**src/rtl/cmd_dispatcher.sv**
```systemverilog
// cmd_dispatcher: round-robin arbitration of NREQ command sources
// into a FIFO, issued one at a time on the command bus with timeout.
module cmd_dispatcher #(
    parameter int CSIZE  = 4,
    parameter int LSIZE  = 24,
    parameter int SLIZE  = 16,
    parameter int NREQ   = 4,
    parameter int QDEPTH = 4,
    parameter int TOW    = 16
) (
    input  logic                      clock,
    input  logic                      rst,
    input  logic [NREQ-1:0]           req_valid,
    output logic [NREQ-1:0]           req_ready,
    input  logic [NREQ*CSIZE-1:0]     req_cmd,
    input  logic [NREQ*LSIZE-1:0]     req_len,
    output logic [NREQ-1:0]           req_done,
    output logic [NREQ-1:0]           req_err,
    output logic                      request,
    output logic [LSIZE-1:0]          bus_len,
    output logic [CSIZE-1:0]          bus_cmd,
    input  logic [SLIZE-1:0]          busy,
    input  logic [SLIZE-1:0]          finish,
    input  logic [TOW-1:0]            timeout_limit,
    output logic [$clog2(QDEPTH):0]   q_count,
    output logic                      err_timeout
);

    localparam int RW = $clog2(NREQ);
    localparam int QW = $clog2(QDEPTH);

    localparam logic [2:0] ST_IDLE  = 3'd0;
    localparam logic [2:0] ST_ISSUE = 3'd1;
    localparam logic [2:0] ST_EXEC  = 3'd2;
    localparam logic [2:0] ST_DONE  = 3'd3;
    localparam logic [2:0] ST_ERR   = 3'd4;

    logic [RW-1:0]    fifo_src_q [QDEPTH];
    logic [CSIZE-1:0] fifo_cmd_q [QDEPTH];
    logic [LSIZE-1:0] fifo_len_q [QDEPTH];

    logic [QW-1:0]    wr_ptr_q, wr_ptr_d;
    logic [QW-1:0]    rd_ptr_q, rd_ptr_d;
    logic [QW:0]      count_q, count_d;
    logic [RW-1:0]    rr_q, rr_d;
    logic [2:0]       state_q, state_d;
    logic [RW-1:0]    src_q, src_d;
    logic [CSIZE-1:0] cmd_q, cmd_d;
    logic [LSIZE-1:0] len_q, len_d;
    logic [TOW-1:0]   tmo_q, tmo_d;
    logic             err_tmo_q, err_tmo_d;

    logic             full;
    logic             push;
    logic             pop;
    logic             gnt_found;
    logic [RW-1:0]    gnt_idx;
    logic [RW-1:0]    gnt_next;
    logic [NREQ-1:0]  rot;
    logic [RW-1:0]    off;
    logic [RW:0]      sum;
    logic [RW:0]      nsum;
    logic [SLIZE-1:0] slot_sel;
    logic             slot_busy;
    logic             slot_fin;
    logic             tmo_hit;
    logic [CSIZE-1:0] head_cmd;
    logic             head_bad;

    assign full = (count_q == (QW+1)'(QDEPTH));
    assign push = gnt_found && !full;
    assign pop  = (state_q == ST_IDLE) && (count_q != '0);

    assign head_cmd = fifo_cmd_q[rd_ptr_q];
    assign head_bad = ({1'b0, head_cmd} >= (CSIZE+1)'(SLIZE));

    // Round-robin search: rotate so rr_q sits at bit 0, take first set bit.
    always_comb begin
        rot       = NREQ'({req_valid, req_valid} >> rr_q);
        off       = '0;
        gnt_found = 1'b0;
        for (int k = 0; k < NREQ; k++) begin
            if (!gnt_found && rot[k]) begin
                gnt_found = 1'b1;
                off       = RW'(k);
            end
        end
        sum = {1'b0, rr_q} + {1'b0, off};
        if (sum >= (RW+1)'(NREQ)) begin
            sum = sum - (RW+1)'(NREQ);
        end
        gnt_idx = sum[RW-1:0];
        nsum    = sum + (RW+1)'(1);
        if (nsum >= (RW+1)'(NREQ)) begin
            nsum = nsum - (RW+1)'(NREQ);
        end
        gnt_next = nsum[RW-1:0];
    end

    // One-hot ready for the granted requester, only when a push happens.
    always_comb begin
        req_ready = '0;
        for (int j = 0; j < NREQ; j++) begin
            req_ready[j] = push && (gnt_idx == RW'(j));
        end
    end

    // Queue pointers, occupancy and round-robin pointer update.
    always_comb begin
        wr_ptr_d = wr_ptr_q;
        rd_ptr_d = rd_ptr_q;
        count_d  = count_q;
        rr_d     = rr_q;
        if (push) begin
            wr_ptr_d = wr_ptr_q + QW'(1);
            rr_d     = gnt_next;
        end
        if (pop) begin
            rd_ptr_d = rd_ptr_q + QW'(1);
        end
        if (push && !pop) begin
            count_d = count_q + (QW+1)'(1);
        end else if (!push && pop) begin
            count_d = count_q - (QW+1)'(1);
        end
    end

    // Queue storage; contents are don't-care until written.
    always_ff @(posedge clock) begin
        if (push) begin
            fifo_src_q[wr_ptr_q] <= gnt_idx;
            fifo_cmd_q[wr_ptr_q] <= req_cmd[gnt_idx*CSIZE +: CSIZE];
            fifo_len_q[wr_ptr_q] <= req_len[gnt_idx*LSIZE +: LSIZE];
        end
    end

    // Decode the latched cmd into a slot mask for busy/finish selection.
    always_comb begin
        slot_sel = '0;
        for (int i = 0; i < SLIZE; i++) begin
            slot_sel[i] = (cmd_q == CSIZE'(i));
        end
    end

    assign slot_busy = |(busy & slot_sel);
    assign slot_fin  = |(finish & slot_sel);
    assign tmo_hit   = (timeout_limit != '0) && (tmo_q == timeout_limit);

    // Executor FSM; finish beats timeout, timeout beats busy.
    always_comb begin
        state_d   = state_q;
        src_d     = src_q;
        cmd_d     = cmd_q;
        len_d     = len_q;
        tmo_d     = tmo_q;
        err_tmo_d = err_tmo_q;
        unique case (state_q)
            ST_IDLE: begin
                if (pop) begin
                    src_d   = fifo_src_q[rd_ptr_q];
                    cmd_d   = head_cmd;
                    len_d   = fifo_len_q[rd_ptr_q];
                    tmo_d   = '0;
                    state_d = head_bad ? ST_ERR : ST_ISSUE;
                end
            end
            ST_ISSUE: begin
                tmo_d = tmo_q + TOW'(1);
                if (slot_fin) begin
                    state_d = ST_DONE;
                end else if (tmo_hit) begin
                    state_d   = ST_ERR;
                    err_tmo_d = 1'b1;
                end else if (slot_busy) begin
                    state_d = ST_EXEC;
                end
            end
            ST_EXEC: begin
                tmo_d = tmo_q + TOW'(1);
                if (slot_fin) begin
                    state_d = ST_DONE;
                end else if (tmo_hit) begin
                    state_d   = ST_ERR;
                    err_tmo_d = 1'b1;
                end
            end
            ST_DONE: state_d = ST_IDLE;
            ST_ERR:  state_d = ST_IDLE;
            default: state_d = ST_IDLE;
        endcase
    end

    // State registers with synchronous reset.
    always_ff @(posedge clock) begin
        if (rst) begin
            wr_ptr_q  <= '0;
            rd_ptr_q  <= '0;
            count_q   <= '0;
            rr_q      <= '0;
            state_q   <= ST_IDLE;
            src_q     <= '0;
            cmd_q     <= '0;
            len_q     <= '0;
            tmo_q     <= '0;
            err_tmo_q <= 1'b0;
        end else begin
            wr_ptr_q  <= wr_ptr_d;
            rd_ptr_q  <= rd_ptr_d;
            count_q   <= count_d;
            rr_q      <= rr_d;
            state_q   <= state_d;
            src_q     <= src_d;
            cmd_q     <= cmd_d;
            len_q     <= len_d;
            tmo_q     <= tmo_d;
            err_tmo_q <= err_tmo_d;
        end
    end

    // Completion pulses routed back to the originating requester.
    always_comb begin
        req_done = '0;
        req_err  = '0;
        for (int j = 0; j < NREQ; j++) begin
            req_done[j] = ((state_q == ST_DONE) || (state_q == ST_ERR))
                          && (src_q == RW'(j));
            req_err[j]  = (state_q == ST_ERR) && (src_q == RW'(j));
        end
    end

    assign request     = (state_q == ST_ISSUE);
    assign bus_cmd     = cmd_q;
    assign bus_len     = len_q;
    assign q_count     = count_q;
    assign err_timeout = err_tmo_q;

endmodule

```
**config.mk**
```make
export PLATFORM = sky130hd
export DESIGN_NAME = cmd_dispatcher
export DESIGN_NICKNAME = d
export VERILOG_FILES = /design/src/rtl/cmd_dispatcher.sv
export SDC_FILE = /design/constraint.sdc
export NUM_CORES = 1
export LEC_CHECK = 0
export BUFFER_PORTS_ARGS = -buffer_cell sky130_fd_sc_hd__buf_2
export CAP_MARGIN = 25
export CORE_ASPECT_RATIO = 2
export CORE_MARGIN = 2
export CORE_UTILIZATION = 35
export CTS_BUF_LIST = sky130_fd_sc_hd__clkbuf_16
export DETAILED_ROUTE_END_ITERATION = 6
export SLEW_MARGIN = 30
export SYNTH_ARGS = -nofsm -noshare
export SYNTH_HDL_FRONTEND = slang
export SYNTH_SLANG_ARGS = --single-unit
export TNS_END_PERCENT = 50
```
**constraint.sdc**
```tcl
create_clock -name clock -period 6.77 [get_ports clock]
set_input_delay 0.677 -clock clock [delete_from_list [all_inputs] [get_ports clock]]
set_output_delay 0.677 -clock clock [all_outputs]
set_load 0.01 [all_outputs]
```
==> reports/results.tsv <==
stage	metric	value	unit
status	outcome	finished with violations	
status	violations	design-rule violations	
timing	finalClockSkew	0.006930	ns
routing	drt-wirelength-per-cell	16.97	um
synth	synth_top_cell_area_share	0.4302	
layout	drive_above_1_share	0.3913	
worst_hold_path	min_from	err_timeout	
global_route	pin_count_of_the_biggest_net_entering_global_routing	49	
placed_design	dp_hpwl	12.85	mm
worst_setup_path	path_cells	nand2_1, o22ai_1, nand2_1, o211ai_1, ha_2, xor2_1, nand3_1, nand2b_4, nor3b_2, buf_2	
routing	vias_per_cell	5.137	
timing	finalSetupViolCount	0	
layout	final_nets	984	
layout	count_of_placed_standard_cells_in_the_final_layout_fillers_left_out	1110	
power_and_ir_drop	power.sequential.fraction	0.415	
power_and_ir_drop	vdd_drop_max	0.0001954	V
routing	drt_pre_antenna_iters	6	
worst_setup_path	crit_arrival	2.83	ns
worst_setup_path	regToRegEndpoint	q_count[2]	
power_and_ir_drop	clock_power_share	0.215	
synth	synth_cell_type_count	61	
synth	synth_enable_flop_cells	120	
placed_design	placement.io_buffers	210	
synth	synth-seq-cells	179	
clock_tree	cts_buffers	17	
routing	vias	5702	
worst_setup_path	r2r_setup_slack	3.56	ns
routing	drt_iter0_markers	307	
routing	ant_nets_after_route	0	
clock_tree	cts_tree	built	
power_and_ir_drop	p_sw	0.001635	W
worst_setup_path	r2r.worst_path.cells	10	
worst_setup_path	required	6.09	ns
power_and_ir_drop	powerDensity	475.7	nW/um2
synth	yosys_most_used_dff	edfxtp_1	
clock_tree	cts.sink_count	179	
worst_setup_path	critPathMaxStageDelay	0.56	ns
clock_tree	cts_root_buf	clkbuf_16	
clock_tree	cts_max_path_buffers	2	
die	floorplan.initialDensity	0.3531	
worst_setup_path	cpMaxStageDelayCell	dfxtp_1	
layout	area_added_between_synthesis_and_finish	21.84	%
global_route	antenna_found_initial	0	
synth	synth_largest_area_cell	edfxtp_1	
timing	max_slew.worst_pin.slew	0.9084	ns
global_route	gr-usage-all-layers	0.1537	
clock_tree	cts.htree.levels	4	
synth	synth_area	8376	um2
synth	ys_top_cells_by_area	edfxtp_1 43%, mux4_2 16%, dfxtp_1 14%	
die	die_y	222.8	um
synth	synth.avg_cell_area	13.51	um2
timing	hold_ws	0.4558	ns
placed_design	numPlacedInstances	1078	
worst_setup_path	critPathLaunchType	flop	
die	fp.dieW	113.4	um
routing	routed_wl	18.83	mm
timing	period_minus_slack	3.503	ns
power_and_ir_drop	power.share.combinational	0.370	
die	number_of_placement_rows	80	
timing	number_of_hold_violations_in_the_final_report	0	
worst_setup_path	path_max_fanout	37	
worst_setup_path	timing_worst_setup_path_type	reg2out	
layout	commonest_non_fill_non_tap_cells_in_the_layout	210 x buf_2, 120 x edfxtp_1, 80 x nand2_1	
global_route	grt_first_pass_wirelength	29.66	mm
power_and_ir_drop	p_leak	3.782	nW
synth	post_synthesis_net_count	794	
timing	timing.setup.tns	0	ns
power_and_ir_drop	internal_power	0.003219	W
clock_tree	cts_hold_bufs	0	
job	max-cap-violations	0	
clock_tree	worst_setup_hold_path_clk_slew	0.07	ns
clock_tree	clkLatencyLatePin	0.43	ns
worst_hold_path	whs_path_depth	2	
synth	synth_sequential_area_ratio	0.5713	
clock_tree	post_cts_resize_count	0	
timing	rsz0062_at_grt	false	
timing	achievable-frequency	285.5	MHz
worst_hold_path	worst_hold_path.endpoint	err_timeout	
global_route	grt.overflow.total	0	
routing	post-route-drc-count	1	
layout	diodes	0	
die	io_pins	211	
placed_design	dpl_ws	3.053	ns
timing	post-route-period-util	0.5175	
worst_setup_path	r2r-start	q_count[0]	
synth	yosys_warnings	0	
synth	async_flop_share	0	
global_route	grt_pass1_vias	5901	
worst_hold_path	min_path_type	reg2reg	
placed_design	place_congestion	0.7582	
timing	slew-limit-headroom	0.3944	
worst_setup_path	cp-end-kind	primary output	
die	total_die_area	25260	um2
synth	postSynthCellCount	620	
power_and_ir_drop	power_switching_share	0.3368	
timing	final_worst_slack	3.267	ns
die	coreArea	23720	um2
clock_tree	cts_setup_buffers	0	
timing	final_count_of_pins_violating_max_slew	0	
layout	final_common_cell	buf_2	
worst_setup_path	worst_path_most_repeated_cell	nand2_1	
-- through the flow --
step                utilization  total power [W]  cell area (um2)
floorplan                     -         0.003388             8376
global placement         0.4034         0.003860             9569
detailed placement       0.4034         0.003906             9569
CTS                      0.4300         0.004954            10200
global route             0.4302         0.005167            10200
finish                   0.4302         0.004854            10200
-- power groups by stage --
stage | Combinational (W) | Clock [W] | Sequential [W]
final | 0.00180 | 0.00104 | 0.00202
after global routing | 0.00199 | 0.00111 | 0.00207
after CTS | 0.00186 | 0.00107 | 0.00203
after detailed placement | 0.00186 | 0 | 0.00205
after global placement | 0.00183 | 0 | 0.00203
after floorplan | 0.00144 | 0 | 0.00194
-- registers in the layout, indices dropped and copies added (netlist names) --
name,flops
rd_ptr_q,2
tmo_q,16
fifo_cmd_q,16
src_q,2
bus_len,24
q_count,3
fifo_src_q,8
bus_cmd,4
wr_ptr_q,2
state_q,3
rr_q,2
fifo_len_q,96
err_timeout,1
-- cell type report --
type / count / area (um2)
clock buffer: 17 / 425.4
clock inverter: 15 / 205.2
fill: 2202 / 13520
inverter: 8 / 30.03
multi-input combinational: 390 / 3317
sequential: 179 / 4787
tap: 287 / 359.1
timing repair buffer: 214 / 1081
-- how the worst max path moves through the flow --
stage,cells past startpoint,startpoint,slack (ns),end
detailed placement,11,req_valid[2],3.05,req_ready[3]
floorplan,9,req_valid[1],3.62,fifo_cmd_q[0][0]
global route,10,rr_q[0],2.96,req_ready[2]
CTS,9,rr_q[0],2.88,req_ready[2]
global placement,11,req_valid[2],3.08,req_ready[3]
finish,10,rr_q[0],3.27,req_ready[2]
-- cell usage after synthesis (6+ instances only) --
cell type / instances
nand2b_1: 11
clkbuf_1: 17
mux4_2: 59
nand3_1: 8
nor4_1: 8
buf_2: 15
xor2_1: 13
a21oi_1: 40
nor2_1: 43
xnor2_1: 22
nor3_1: 12
buf_6: 7
nand3b_1: 6
ha_1: 7
mux2i_1: 8
nand2_1: 80
nand4_1: 7
dfxtp_1: 59
edfxtp_1: 120
inv_1: 7
-- worst max-delay path: cells and delay by family, from the launching register on --
kind	cells	cell delay, ns
AO/OA/AOI/OAI	2	0.25
adder cells (fa/ha/maj)	1	0.20
AND/OR/NAND/NOR	5	1.02
flip-flops	1	0.56
buffers and inverters	1	0.15
XOR/XNOR	1	0.21
-- metal layers --
layer	up-vias	track usage	share of wire
li1	2723	-	-
met1	2800	0.1554	0.37
met2	152	0.2994	0.57
met3	27	0.02919	0.035
met4	0	0.06255	0.025
met5	-	0	0
-- cells by family (layout without fill, tap and decap cells) --
family / Yosys count / after routing / synth area share
buffers and inverters: 51 / 254 / 0.03466
AOI/OAI and AO/OA: 72 / 72 / 0.05214
adders and majority gates: 8 / 8 / 0.01285
xor gates and xnor gates: 35 / 35 / 0.03660
muxes: 67 / 67 / 0.1682
and+or+nand+nor: 208 / 208 / 0.1243
DFF: 179 / 179 / 0.5713
(Power assumes the default switching activity.)
